--- config.mk ---
export PLATFORM = sky130hd
export DESIGN_NAME = deconvolution
export DESIGN_NICKNAME = d
export VERILOG_FILES = /design/src/rtl/deconvolution.sv
export SDC_FILE = /design/constraint.sdc
export NUM_CORES = 1
export LEC_CHECK = 0
export BUFFER_PORTS_ARGS = -buffer_cell sky130_fd_sc_hd__buf_2
export CAP_MARGIN = 20
export CORE_ASPECT_RATIO = 1.5
export CORE_MARGIN = 2
export CORE_UTILIZATION = 45
export DETAILED_ROUTE_END_ITERATION = 8
export PLACE_DENSITY_LB_ADDON = 0.2
export SETUP_SLACK_MARGIN = 0.3
export SLEW_MARGIN = 20
export SYNTH_ARGS = -nofsm -noshare
export SYNTH_HDL_FRONTEND = slang
export SYNTH_SLANG_ARGS = --single-unit
--- constraint.sdc ---
create_clock -name clk -period 7.5 [get_ports clk]
set_clock_uncertainty 0.2 [all_clocks]
set_input_delay 0.375 -clock clk [delete_from_list [all_inputs] [get_ports clk]]
set_output_delay 0.375 -clock clk [all_outputs]
set_load 0.05 [all_outputs]
--- src/rtl/deconvolution.sv ---
// Recursive long-division inverse of the 8x8 linear convolution block: recovers x[n] from y and h.
// Optional tail residual check over y[N..2N-2] is built when DECONV_TAIL_CHECK_EN is defined.
module deconvolution #(
    parameter int unsigned N  = 8,
    parameter int unsigned XW = 4,
    parameter int unsigned HW = 4,
    parameter int unsigned YW = XW + HW + $clog2(N)
) (
    input  logic              clk,
    input  logic              rst_n,
    input  logic              start,
    input  logic [N*HW-1:0]   h_flat,
    input  logic              y_valid,
    output logic              y_ready,
    input  logic [YW-1:0]     y_data,
    output logic              x_valid,
    input  logic              x_ready,
    output logic [XW-1:0]     x_data,
    output logic              done,
    output logic              err
);

    localparam int unsigned RW = YW + 2;
    localparam int unsigned PW = HW + XW;
    localparam int unsigned KW = $clog2(N);
    localparam int unsigned CW = $clog2(2 * N);
    localparam int unsigned DW = (XW > 1) ? $clog2(XW) : 1;

    typedef enum logic [2:0] {
        StIdle,
        StWaitY,
        StMac,
        StDiv,
        StOut,
        StTailMac,
        StDone
    } state_e;

    state_e               state_q, state_d;
    logic [HW-1:0]        h_q    [N];
    logic [XW-1:0]        hist_q [N];
    logic [XW-1:0]        hist_d [N];
    logic [CW-1:0]        n_q, n_d;
    logic [CW-1:0]        k_q, k_d;
    logic [DW-1:0]        cnt_q, cnt_d;
    logic signed [RW-1:0] r_q, r_d;
    logic [XW-1:0]        q_q, q_d;
    logic                 err_q, err_d;

    logic [KW-1:0]        hidx, xidx;
    logic [PW-1:0]        prod;
    logic signed [RW-1:0] r_sub, trial, rem_next;
    logic                 div_take;

    // n_q doubles as the tail sample index m once all x have been emitted
    assign hidx     = k_q[KW-1:0];
    assign xidx     = KW'(n_q - k_q);
    assign prod     = h_q[hidx] * hist_q[xidx];
    assign r_sub    = r_q - $signed({{(RW - PW){1'b0}}, prod});
    assign trial    = $signed({{(RW - HW){1'b0}}, h_q[0]} << cnt_q);
    assign div_take = (r_q >= trial);
    assign rem_next = div_take ? (r_q - trial) : r_q;

    assign err = err_q;

    always_comb begin
        state_d = state_q;
        hist_d  = hist_q;
        n_d     = n_q;
        k_d     = k_q;
        cnt_d   = cnt_q;
        r_d     = r_q;
        q_d     = q_q;
        err_d   = err_q;
        y_ready = 1'b0;
        x_valid = 1'b0;
        x_data  = '0;
        done    = 1'b0;

        unique case (state_q)
            StIdle: begin
                if (start) begin
                    err_d = 1'b0;
                    n_d   = '0;
                    for (int i = 0; i < N; i++) begin
                        hist_d[i] = '0;
                    end
                    if (h_flat[HW-1:0] == '0) begin
                        err_d   = 1'b1;
                        state_d = StDone;
                    end else begin
                        state_d = StWaitY;
                    end
                end
            end

            StWaitY: begin
                y_ready = 1'b1;
                if (y_valid) begin
                    r_d = $signed({2'b00, y_data});
                    if (n_q == '0) begin
                        cnt_d   = DW'(XW - 1);
                        q_d     = '0;
                        state_d = StDiv;
                    end else begin
                        k_d     = CW'(1);
                        state_d = StMac;
                    end
`ifdef DECONV_TAIL_CHECK_EN
                    if (n_q >= CW'(N)) begin
                        k_d     = n_q - CW'(N - 1);
                        state_d = StTailMac;
                    end
`endif
                end
            end

            StMac: begin
                r_d = r_sub;
                if (k_q == n_q) begin
                    cnt_d   = DW'(XW - 1);
                    q_d     = '0;
                    state_d = StDiv;
                end else begin
                    k_d = k_q + CW'(1);
                end
            end

            // Restoring division: a negative or oversized r leaves a nonzero remainder,
            // so the floor/saturation error cases all reduce to the remainder test.
            StDiv: begin
                r_d = rem_next;
                if (div_take) begin
                    q_d[cnt_q] = 1'b1;
                end
                if (cnt_q == '0) begin
                    err_d   = err_q | (rem_next != '0);
                    state_d = StOut;
                end else begin
                    cnt_d = cnt_q - DW'(1);
                end
            end

            StOut: begin
                x_valid = 1'b1;
                x_data  = q_q;
                if (x_ready) begin
                    hist_d[n_q[KW-1:0]] = q_q;
                    n_d = n_q + CW'(1);
                    if (n_q == CW'(N - 1)) begin
`ifdef DECONV_TAIL_CHECK_EN
                        state_d = StWaitY;
`else
                        state_d = StDone;
`endif
                    end else begin
                        state_d = StWaitY;
                    end
                end
            end

`ifdef DECONV_TAIL_CHECK_EN
            StTailMac: begin
                r_d = r_sub;
                if (k_q == CW'(N - 1)) begin
                    err_d = err_q | (r_sub != '0);
                    n_d   = n_q + CW'(1);
                    if (n_q == CW'(2 * N - 2)) begin
                        state_d = StDone;
                    end else begin
                        state_d = StWaitY;
                    end
                end else begin
                    k_d = k_q + CW'(1);
                end
            end
`endif

            StDone: begin
                done    = 1'b1;
                state_d = StIdle;
            end

            default: begin
                state_d = StIdle;
            end
        endcase
    end

    always_ff @(posedge clk) begin
        if (!rst_n) begin
            state_q <= StIdle;
            n_q     <= '0;
            k_q     <= '0;
            cnt_q   <= '0;
            r_q     <= '0;
            q_q     <= '0;
            err_q   <= 1'b0;
            for (int i = 0; i < N; i++) begin
                h_q[i]    <= '0;
                hist_q[i] <= '0;
            end
        end else begin
            state_q <= state_d;
            n_q     <= n_d;
            k_q     <= k_d;
            cnt_q   <= cnt_d;
            r_q     <= r_d;
            q_q     <= q_d;
            err_q   <= err_d;
            hist_q  <= hist_d;
            if (state_q == StIdle && start) begin
                for (int i = 0; i < N; i++) begin
                    h_q[i] <= h_flat[i*HW +: HW];
                end
            end
        end
    end

endmodule

**Word-level counts from Yosys, hierarchy flattened**

Memory sizes are Yosys's and may differ from the RTL's. A register that Yosys moved wholly into a read port is not among the register bits.
Index checks and enable logic that the tools add are counted.

- Memories kept: 1
- Output and inout port bits: 8
- Bits in writable memories: 32
- Flip-flop bits (word level): 63
- Bits of input ports: 48
- Word-level logic and storage cells: 140

- Equality and inequality tests: 17
- Add/subtract/negate cells: 6
- Bitwise logic cells: 12
- Magnitude comparators: 6
- Muxes and demuxes: 62
- Shift operators: 1
- Reduce and logical (&&, ||, !) cells: 19
- Multipliers: 1

Memories:

| memory | depth | width | read ports | clocked after memory_dff | write ports | RTL line | RTL |
|---|---|---|---|---|---|---|---|
| h_q | 8 | 4 | 2 | 1 | 8 | 40 | `logic [HW-1:0] h_q [N];` |

Operators with widths:

| cell | number |
|---|---|
| $mux 4 | 21 |
| $mux 32 | 2 |
| $pmux 32 s2 | 1 |
| $pmux 13 s3 | 1 |
| $bwmux 32 | 1 |
| $mux 3 | 9 |
| $mux 13 | 2 |
| $ne 2x2->1 const B | 10 |
| $pmux 4 s2 | 2 |
| $pmux 3 s5 | 1 |
| $reduce_and 5->1 | 3 |
| $ge 13x13->1 | 1 |
| $reduce_bool 13->1 | 1 |
| $shl 4x2->13 | 1 |
| $sub 13x13->13 | 1 |
| $sub 13x9->13 | 1 |
| $bmux 4 s3 | 1 |
| $demux 4 s3 | 1 |
| $mux 1 | 12 |
| $pmux 4 s3 | 1 |
| $or 1x1->1 | 9 |
| $add 4x1->4 const B | 2 |
| $ge 4x4->1 const B | 2 |
| $logic_not 4->1 | 2 |
| other kinds (25) | 36 |

**Longest topological paths before layout**

Gate-level depths: netlist (run 1).

- Depth after elaboration: 8
- Depth in mapped cells: 25
- Gate-level depth less buffers: 24

**Least setup slack after synthesis (run 1)**

No wires, ideal clock.

- Kind: flip-flop to flip-flop
- Start: register n_q[0]
- End: register r_q[11]
- Cell stages (with the launch flop): 23
- Library setup time: 0.122 ns
- Arrival time: 6.080 ns
- Setup slack: 1.099 ns
- Buffers on the path: 1
- Period minus slack after synthesis: 6.401 ns
- Data required time: 7.178 ns
- Cells stage by stage: dfxtp_1 -> clkbuf_1 -> inv_1 -> ha_1 -> inv_1 -> fa_1 -> xnor2_1 -> mux4_1 -> mux2i_1 -> or2_2 -> fa_1 -> fa_1 -> fa_1 -> inv_1 -> a21o_1 -> a21oi_1 -> xor2_1 -> ha_1 -> or2_2 -> a211oi_1 -> a21oi_1 -> or3_1 -> a221o_1

- Word-level cells in the longest chain between the ends: 8

RTL lines:

| element | RTL line | RTL |
|---|---|---|
| start, declared | 43 | `logic [CW-1:0] n_q, n_d;` |
| start signal, assigned | 205 | `n_q <= n_d;` |
| $sub 3x3->3 | 57 | `assign xidx = KW'(n_q - k_q);` |
| $not 3->4 (implied by the code) | 58 | `assign prod = h_q[hidx] * hist_q[xidx];` |
| $bmux 4 s3 | 58 |  |
| $mux 4 (implied by the code) (2 in a row) | 58 |  |
| $mul 4x4->8 | 58 |  |
| $sub 13x9->13 | 59 | `assign r_sub = r_q - $signed({{(RW - PW){1'b0}}, prod});` |
| $pmux 13 s3 | 80 | `unique case (state_q)` |
| end signal, assigned | 208 | `r_q <= r_d;` |
| end, declared | 46 | `logic signed [RW-1:0] r_q, r_d;` |

Every way passes these cells. The select of a mux whose other input is x is not followed.
A chain may end at the register's enable or synchronous reset.

**Worst setup path in the final report (run 1)**

- Start: register n_q[0]
- End: register r_q[10]

The elaborated chain is that of the path after synthesis.

==> results by group, run 1 <==
Outcome
  – Status: finished, final reports clean

Min path
  – Worst hold endpoint: h_q[7][1]$_SDFFCE_PN0P_
  – WHS Path Cells: 2
  – Hold_sp: h_flat[29]
  – Hold Path Class: input port to flip-flop

Drt
  – 1st-iter DRT viols: 265
  – Routed vias: 5282
  – Drt pass-1 iters: 5
  – DR WL/cell: 18.5 microns
  – Antenna-violating nets left: 0
  – Final wirelength: 16400 microns
  – Remaining DRCs: 0
  – Via/cell ratio: 5.96

STA
  – Max Slew Vio Count: 0
  – Fmax: 156 MHz
  – RSZ-0062 raised after global routing: false
  – Period utilization: 85.6%
  – Final hold viol count: 0
  – Worst-margin pin slew: 0.930 ns
  – Setup-failing EPs final: 0
  – Hold slack: 0.103 ns
  – Setup_tns: 0 ns
  – Worst slew margin: 38.0%
  – Tmin final: 6.42 ns

Pwr
  – Max VDD drop: 0.149 mV
  – Leakage power figure: 2.79 nW
  – P per Cell Area: 338 mW/mm^2

Synth
  – Synth Register Bits: 98
  – Synth top area share: 21.1%
  – Most common library cells after synthesis: 72 x nor2_1, 66 x dfxtp_1, 56 x nand2_1
  – Syn_area_per_cell: 9.12 sq um
  – Post-Synthesis Cells: 686
  – Top cells by area, synth: dfxtp_1 21%, edfxtp_1 15%, ha_1 7.2%
  – Cell with the most instances after synthesis: nor2_1
  – Cell taking the most area after synthesis: dfxtp_1
  – Post-synthesis async set-or-reset flop share: 0%
  – Seq/Total Area, Yosys: 36.5%
  – Synth warn: 0
  – Syn Nets: 777
  – Main flop type after synthesis: dfxtp_1
  – Post-synth cell types: 68
  – Post-synth EDFFs: 32
  – Mapped cell area: 0.00626 sq mm

Setup path
  – Cell family with the largest share of critical-path delay: adder cells
  – Critical path class: flip-flop to flip-flop
  – CP peak stage delay: 0.60 ns
  – Worst r2r path cells: 24
  – Max FO, Critical Path: 9
  – Slowest CP cell: fa_1
  – Crit-path cells: inv_1 -> ha_1 -> inv_1 -> fa_1 -> xnor2_1 -> buf_4 -> mux4_1 -> mux2i_1 -> or2_2 -> fa_1 -> fa_1 -> inv_1 -> ha_1 -> a21o_1 -> a21oi_1 -> o21bai_1 -> a21oi_1 -> xor2_1 -> ha_1 -> a211oi_1 -> a21oi_1 -> nor3_1 -> a2111oi_0 -> a311oi_1
  – RR Startpoint: n_q[0]$_SDFFE_PN0P_
  – CP startpoint: n_q[0]$_SDFFE_PN0P_
  – Reg2reg end: r_q[10]$_SDFFE_PN0P_
  – Crit path DAT: 6.44 ns
  – Crit end category: flip-flop
  – Reg2Reg Setup Slack: 1.08 ns
  – Critical Path RT: 7.52 ns
  – Buf/Inv on CP: 4
  – Crit path launch type: flip-flop

Clock network
  – TritonCTS clock tree: built
  – CTS Hold Bufs: 0
  – Clk sinks: 98
  – Clock tree buffer depth: 2
  – CTS HTree Levels: 3
  – CTS Buf Count: 9
  – Root Driver: clkbuf_16
  – Worst-skew pair later-pin latency: 0.34 ns
  – Post_cts resized: 0
  – Clock-pin slew on the worst setup and hold paths: 0.07 ns
  – Post-CTS Setup Inserts: 0

Floorplanning
  – Ports: 56
  – Core area: 0.0135 sq mm
  – Die Footprint: 0.0149 sq mm
  – Die width: 100 microns
  – Cell Rows: 52
  – Die Ht: 148 microns
  – Initial Util: 46.2%

Global route
  – Largest net degree at the start of global routing: 51
  – Number of global-route vias before repair: 5152
  – GR Overflow Total: 0
  – GRT Total Usage: 22.6%
  – Initial antenna violation count: 0
  – First-pass GRT wire length: 26300 microns

Cells and area
  – Layout overhead on the synthesized area: 10.6%
  – Final Non-Filler Cells: 886
  – Share of cells above drive strength 1: 15.3%
  – Nets@finish: 810
  – Finished Core Util: 51.1%
  – Inserted Diodes: 0
  – Fillers: 1299

Placed design
  – Cell count after placement: 870
  – IO Port Bufs: 55
  – RD Place Congestion: 0.901
  – Post-DP HPWL: 12400 microns

Flow run
  – Max_cap viols: 0
## sequential cells by signal (all words and copies together) (netlist names), named ones only
name     cells
h_q         32
cnt_q        2
hist_q      32
q_q          4
r_q         13
n_q          4
k_q          4
state_q      3
err          1
## power by group
group          switching [mW]  leakage (nW)  internal, mW
registers               0.103         0.876         0.634
logic                   0.698          1.79         0.465
clock network           0.211         0.132         0.230
total                    1.01          2.79          1.33
## cell usage in the layout (no fill, tap or decap), types with 17 or more instances in the layout
cell type,instances
nand3b_1,18
nand2_1,56
a31oi_1,17
nor2_1,72
buf_2,55
a21oi_1,55
inv_1,26
o21ai_0,21
ha_1,36
and3_1,30
edfxtp_1,32
dfxtp_1,66
## cells by family (layout without fill, tap and decap cells)
| logic type | after synthesis | count (layout) | synth area share (%) |
|---|---|---|---|
| AO/OA/AOI/OAI | 161 | 161 | 16.7 |
| XOR/XNOR | 17 | 17 | 2.38 |
| adder cells (fa/ha/maj) | 43 | 43 | 9.44 |
| buffers and inverters | 67 | 105 | 4.14 |
| flip-flops | 98 | 98 | 36.5 |
| multiplexers | 33 | 33 | 8.84 |
| AND/OR/NAND/NOR | 267 | 267 | 22.1 |
## area by class of cell
cell class	count	area, sq um	share of cell area, %
clock buffer	10	229	3.31
clock inverter	6	50.0	0.723
inverter	26	97.6	1.41
multi-input combinational	521	3720	53.8
sequential	98	2280	33.0
tap	162	203	2.93
timing repair buffer	63	335	4.85
## worst reg2reg max path, cell delays in order, from the launching register on
cell	delay (ns)
dfxtp_1	0.39
inv_1	0.17
ha_1	0.16
inv_1	0.04
fa_1	0.38
xnor2_1	0.17
buf_4	0.20
mux4_1	0.57
mux2i_1	0.29
or2_2	0.18
fa_1	0.43
fa_1	0.60
inv_1	0.06
ha_1	0.28
a21o_1	0.17
a21oi_1	0.22
o21bai_1	0.09
a21oi_1	0.17
xor2_1	0.09
ha_1	0.34
a211oi_1	0.10
a21oi_1	0.44
nor3_1	0.09
a2111oi_0	0.35
a311oi_1	0.09
## routing by layer
metal | vias up | share of wire, % | track usage, % | routed length [microns]
met4 | 0 | 2.8 | 9.45 | 452
met1 | 2558 | 39 | 26.7 | 6340
met2 | 111 | 55 | 40.9 | 9070
met3 | 27 | 3.4 | 2.68 | 559
li1 | 2586 | - | - | -
met5 | - | 0 | 0 | 0
## through the flow
| step | total power, mW | area, sq um | setup slack (ns) |
|---|---|---|---|
| after floorplan | 1.61 | 6260 | 1.10 |
| after global placement | 1.86 | 6630 | 1.28 |
| after detailed placement | 1.89 | 6630 | 1.11 |
| after CTS | 2.34 | 6910 | 1.11 |
| after global routing | 2.50 | 6920 | 0.619 |
| final | 2.34 | 6920 | 1.08 |
## how the worst max path moves through the flow
stage	endpoint	slack, ns	cells after the start
after floorplan	r_q[11]$_SDFFE_PN0P_	1.10	22
final	r_q[10]$_SDFFE_PN0P_	1.08	24
after CTS	r_q[10]$_SDFFE_PN0P_	1.11	24
after global placement	r_q[11]$_SDFFE_PN0P_	1.28	23
after detailed placement	r_q[10]$_SDFFE_PN0P_	1.11	24
after global routing	r_q[10]$_SDFFE_PN0P_	0.62	24
(Power assumes the default switching activity.)
==> run 2: changes to the inputs <==
--- a/config.mk
+++ b/config.mk
@@ -10,6 +10,7 @@
 export CORE_ASPECT_RATIO = 1.5
 export CORE_MARGIN = 2
 export CORE_UTILIZATION = 45
+export CTS_BUF_LIST = sky130_fd_sc_hd__clkbuf_8
 export DETAILED_ROUTE_END_ITERATION = 8
 export PLACE_DENSITY_LB_ADDON = 0.2
 export SETUP_SLACK_MARGIN = 0.3
==> run 2 against run 1 <==
Register-to-register slack improved by 0.04 ns. Setup slack improved by 0.044 ns. Worst hold slack got worse by 0.034 ns. Final area decreased by 1.5%. Combinational power about the same. Routed wire length about the same. Final cell count unchanged. Sequential share of layout area increased by 0.49 points. Sequential power about the same. Highest routed layer unchanged.
==> results by group, run 2 (synthesized netlist as in run 1, its figures left out) <==
STA
  – Worst setup margin: 1.13 ns
  – Fmax: 157 MHz
  – Final hold viol count: 0
  – Worst slew margin: 37.1%
  – Max Slew Vio Count: 0
  – Worst-margin pin slew: 0.944 ns
  – Period utilization: 85.0%
  – Setup-failing EPs final: 0
  – Setup_tns: 0 ns
  – Tmin final: 6.37 ns
  – RSZ-0062 raised after global routing: false

Setup path
  – Worst r2r path cells: 23
  – Reg2Reg Setup Slack: 1.13 ns
  – Crit path launch type: flip-flop
  – Max FO, Critical Path: 9
  – RR Startpoint: n_q[0]$_SDFFE_PN0P_
  – Critical Path RT: 7.57 ns
  – Crit path DAT: 6.45 ns
  – Reg2reg end: r_q[11]$_SDFFE_PN0P_
  – Crit end category: flip-flop
  – Critical path class: flip-flop to flip-flop

Cells and area
  – Share of cells above drive strength 1: 15.3%
  – Commonest non-fill, non-tap cell in the layout: nor2_1
  – Fin area: 0.00682 sq mm
  – Fillers: 1305
  – Layout overhead on the synthesized area: 8.96%
  – Top Registers: h_q (32), hist_q (32), r_q (13)
  – Inserted Diodes: 0
  – Multi-input logic area: 0.00372 sq mm
  – Nets@finish: 810
  – Final Non-Filler Cells: 886
  – Commonest cells after routing, fill and taps aside: 72 x nor2_1, 66 x dfxtp_1, 56 x nand2_1
  – Register area: 0.00228 sq mm

Placed design
  – Pre-CTS WS: 1.11 ns
  – RD Place Congestion: 0.901
  – Placed cell area: 0.00663 sq mm
  – Cell count after placement: 870
  – IO Port Bufs: 55
  – Post-DP HPWL: 12400 microns

Global route
  – GR Overflow Total: 0
  – GRT Total Usage: 22.4%
  – Largest net degree at the start of global routing: 51
  – Number of global-route vias before repair: 5124
  – Initial antenna violation count: 0
  – First-pass GRT wire length: 26200 microns

Drt
  – DR WL/cell: 18.5 microns
  – Final wirelength: 16400 microns
  – Drt pass-1 iters: 5
  – Routed vias: 5249
  – 1st-iter DRT viols: 313
  – Antenna-violating nets left: 0
  – Remaining DRCs: 0
  – Via/cell ratio: 5.92

Clock network
  – Root Driver: clkbuf_8
  – Worst-skew pair later-pin latency: 0.37 ns
  – Clock-pin slew on the worst setup and hold paths: 0.11 ns
  – CTS Hold Bufs: 0
  – TritonCTS clock tree: built
  – Post-CTS Setup Inserts: 0
  – CTS Buf Count: 9
  – Clk sinks: 98
  – Clock tree buffer depth: 2
  – CTS HTree Levels: 3
  – Post_cts resized: 0

Floorplanning
  – Initial Util: 46.2%
  – Ports: 56
  – Die Footprint: 0.0149 sq mm
  – Core area: 0.0135 sq mm
  – Die width: 100 microns
  – Die Ht: 148 microns
  – Cell Rows: 52

Min path
  – Worst hold endpoint: h_q[7][1]$_SDFFCE_PN0P_
  – Hold_sp: h_flat[29]
  – WHS Path Cells: 2
  – Hold Path Class: input port to flip-flop

Pwr
  – P per Cell Area: 326 mW/mm^2
  – Max VDD drop: 0.138 mV
  – Leakage power figure: 2.75 nW

Outcome
  – Status: finished, final reports clean

Flow run
  – Max_cap viols: 0
## run 2: cell count changes in the layout (fill, tap and decap cells not counted), sizes merged
cell / delta
inv: +1
clkbuf: -1
## run 2: layout make-up
type,count,share of cell area (%)
inverters,26,1.43
clock inverters,7,0.789
flip-flops and latches,98,33.5
well taps,162,2.97
multi-input cells,521,54.6
clock buffers,9,1.82
repair buffers,63,4.92
## run 2: worst max path at each step
| stage | start | end | slack [ns] |
|---|---|---|---|
| 2_1_floorplan | n_q[0]$_SDFFE_PN0P_ | r_q[11]$_SDFFE_PN0P_ | 1.10 |
| 3_3_place_gp | n_q[0]$_SDFFE_PN0P_ | r_q[11]$_SDFFE_PN0P_ | 1.28 |
| 3_5_place_dp | n_q[0]$_SDFFE_PN0P_ | r_q[10]$_SDFFE_PN0P_ | 1.11 |
| 4_1_cts | n_q[0]$_SDFFE_PN0P_ | r_q[10]$_SDFFE_PN0P_ | 1.11 |
| 5_1_grt | n_q[0]$_SDFFE_PN0P_ | r_q[10]$_SDFFE_PN0P_ | 0.61 |
| 6_report | n_q[0]$_SDFFE_PN0P_ | r_q[11]$_SDFFE_PN0P_ | 1.13 |
## run 2: critical path: stages, from the launching register on
cell      delay [ns]
dfxtp_1         0.40
inv_1           0.17
ha_1            0.16
inv_1           0.04
fa_1            0.38
xnor2_1         0.17
buf_4           0.20
mux4_1          0.57
mux2i_1         0.29
or2_2           0.18
fa_1            0.43
fa_1            0.60
inv_1           0.06
ha_1            0.28
a21o_1          0.17
a21oi_1         0.22
o21bai_1        0.09
a21oi_1         0.17
xor2_1          0.18
ha_1            0.29
a211oi_1        0.27
a21oi_1         0.13
or3_1           0.33
a221o_1         0.29
## run 2: layer usage
layer	up-vias	wire length, microns	GRT usage [%]
met5	-	0	0
met4	0	498	9.25
met3	28	529	2.54
met2	110	8960	40.6
met1	2532	6410	26.6
li1	2579	-	-
## run 2: where the power goes
group / total, mW / switching (mW) / internal, mW
Sequential: 0.737 / 0.103 / 0.633
Clock: 0.324 / 0.199 / 0.124
Combinational: 1.16 / 0.700 / 0.464
Total: 2.22 / 1.00 / 1.22
## run 2: metrics by stage
stage	util, %	hold WS [ns]	power (mW)
after global routing	50.4	0.0676	2.38
after global placement	49.0	0.258	1.86
after detailed placement	49.0	0.261	1.89
final	50.4	0.0698	2.22
after CTS	50.3	0.0612	2.22
after floorplan	-	0.237	1.61
==> run 3: changes to the inputs <==
==> constraint.sdc (replaced) <==
create_clock -name clk -period 6.46 [get_ports clk]
set_clock_uncertainty 0.2 [all_clocks]
set_input_delay 0.323 -clock clk [delete_from_list [all_inputs] [get_ports clk]]
set_output_delay 0.323 -clock clk [all_outputs]
set_load 0.05 [all_outputs]
==> run 3 against run 2 <==
Final cell count grew 1.4%. Sequential power grew 16%. Routed wire length grew 0.82%. Sequential share of layout area shrank 0.91 points. Via count grew 1.3%. Worst hold slack lost 0.039 ns. Sequential cell count is the same. Critical endpoint unchanged.
==> results by group, run 3 (synthesized netlist as in run 1, its figures left out) <==
Drt
  – DR WL/cell: 18.4 microns
  – Via/cell ratio: 5.92
  – Routed vias: 5317
  – Antenna-violating nets left: 0
  – Final wirelength: 16500 microns
  – Remaining DRCs: 0
  – Drt pass-1 iters: 5
  – 1st-iter DRT viols: 382

Cells and area
  – Top Registers: h_q (32), hist_q (32), r_q (13)
  – Nets@finish: 822
  – Finished Core Util: 51.8%
  – Share of cells above drive strength 1: 19.3%
  – Commonest non-fill, non-tap cell in the layout: nor2_1
  – Layout overhead on the synthesized area: 12.1%
  – Fin area: 0.00702 sq mm
  – Final Non-Filler Cells: 898
  – Commonest cells after routing, fill and taps aside: 72 x nor2_1, 64 x dfxtp_1, 56 x nand2_1
  – Inserted Diodes: 0

Global route
  – Number of global-route vias before repair: 5186
  – GR Overflow Total: 0
  – M2 GR Usage: 40.4%
  – M3 GR Usage: 3.10%
  – Largest net degree at the start of global routing: 51
  – Initial antenna violation count: 0
  – GRT Max-Usage Layer: met2
  – M1 GR Usage: 26.2%
  – First-pass GRT wire length: 26300 microns
  – GRT Total Usage: 22.6%

STA
  – Worst slew margin: 39.6%
  – Setup_tns: 0 ns
  – Setup-failing EPs final: 0
  – Worst-margin pin slew: 0.899 ns
  – Fmax: 169 MHz
  – Worst setup margin: 0.549 ns
  – Tmin final: 5.91 ns
  – RSZ-0062 raised after global routing: false
  – Final hold viol count: 0
  – Max Slew Vio Count: 0
  – Hold slack: 0.0304 ns
  – Period utilization: 91.5%

Floorplanning
  – Die Footprint: 0.0149 sq mm
  – Core area: 0.0135 sq mm
  – Initial Util: 46.2%
  – Die Ht: 148 microns
  – Die width: 100 microns
  – Cell Rows: 52
  – Ports: 56

Clock network
  – TritonCTS clock tree: built
  – CTS Hold Bufs: 0
  – Clock-pin slew on the worst setup and hold paths: 0.10 ns
  – CTS Buf Count: 9
  – Clk sinks: 98
  – Root Driver: clkbuf_8
  – Worst-skew pair later-pin latency: 0.37 ns
  – Clock tree buffer depth: 2
  – CTS HTree Levels: 3

Setup path
  – Worst r2r path cells: 22
  – RR Startpoint: n_q[0]$_SDFFE_PN0P_
  – Reg2Reg Setup Slack: 0.55 ns
  – Reg2reg end: r_q[11]$_SDFFE_PN0P_
  – Critical path class: flip-flop to flip-flop
  – Max FO, Critical Path: 5
  – Crit path DAT: 5.98 ns
  – Crit path launch type: flip-flop
  – Critical Path RT: 6.53 ns
  – Crit end category: flip-flop

Min path
  – Worst hold endpoint: h_q[6][0]$_SDFFCE_PN0P_
  – Hold Path Class: input port to flip-flop
  – Hold_sp: h_flat[24]
  – WHS Path Cells: 2

Flow run
  – Max_cap viols: 0

Placed design
  – Post-DP HPWL: 12600 microns
  – RD Place Congestion: 0.892
  – Cell count after placement: 876
  – Pre-CTS WS: 0.187 ns
  – IO Port Bufs: 55
  – Placed cell area: 0.00670 sq mm

Pwr
  – Pwr Total: 2.68 mW
  – P per Cell Area: 382 mW/mm^2
  – Leakage power figure: 2.83 nW
  – Max VDD drop: 0.184 mV

Outcome
  – Status: finished, final reports clean
[run 3: changes by cell type in the layout (fill, tap and decap cells not counted), sizes merged]
cell / previous run / this run
bufinv: 0 / 1
inv: 31 / 30
clkinv: 0 / 2
buf: 63 / 75
clkinvlp: 2 / 0
[run 3: power by group]
group          total (mW)  leakage [nW]  switching (mW)  internal, mW
Clock               0.413         0.107           0.229         0.184
Combinational        1.41          1.84           0.838         0.574
Sequential          0.853         0.877           0.118         0.735
Total                2.68          2.83            1.19          1.49
[run 3: how the worst max path moves through the flow]
stage	start	end	slack, ns	cells after the start
CTS	n_q[0]$_SDFFE_PN0P_	r_q[10]$_SDFFE_PN0P_	0.25	23
global route	n_q[0]$_SDFFE_PN0P_	r_q[10]$_SDFFE_PN0P_	0.24	24
detailed placement	n_q[0]$_SDFFE_PN0P_	r_q[11]$_SDFFE_PN0P_	0.19	22
floorplan	n_q[0]$_SDFFE_PN0P_	r_q[11]$_SDFFE_PN0P_	0.31	22
finish	n_q[0]$_SDFFE_PN0P_	r_q[11]$_SDFFE_PN0P_	0.55	22
global placement	n_q[0]$_SDFFE_PN0P_	r_q[11]$_SDFFE_PN0P_	0.40	22
[run 3: metal layers]
layer / wire [microns] / vias up
met5: 0 / -
met4: 788 / 0
met3: 432 / 49
met2: 8790 / 114
met1: 6530 / 2549
li1: - / 2605
[run 3: critical path, stage by stage, from the launching register on]
cell and delay [ns]:
dfxtp_2 0.35, inv_4 0.08, ha_4 0.13, inv_2 0.03
fa_2 0.39, xnor2_4 0.30, mux4_2 0.53, mux2i_1 0.19
or2_2 0.17, fa_1 0.44, fa_1 0.55, inv_1 0.06
ha_1 0.27, a21o_1 0.17, a21oi_2 0.16, o21bai_1 0.09
a21oi_1 0.15, xor2_1 0.23, ha_2 0.34, a211oi_2 0.30
a21oi_2 0.09, or3_1 0.32, a221o_1 0.29
[run 3: final cells by class]
cell class                      instances  area [sq um]
Timing Repair Buffer                   75           425
Tap cell                              162           203
Fill cell                            1286          6520
Multi-Input combinational cell        521          3800
Inverter                               26           100
Clock buffer                            9           124
Clock inverter                          7          77.6
Sequential cell                        98          2280
[run 3: what timing repair did]
item / 4_1_cts / 5_1_grt
resized for setup: 2 / 24
cloned: 0 / 0
setup buffers: 0 / 6
pin swaps: 1 / 16
endpoints found under the setup margin: 5 / 6
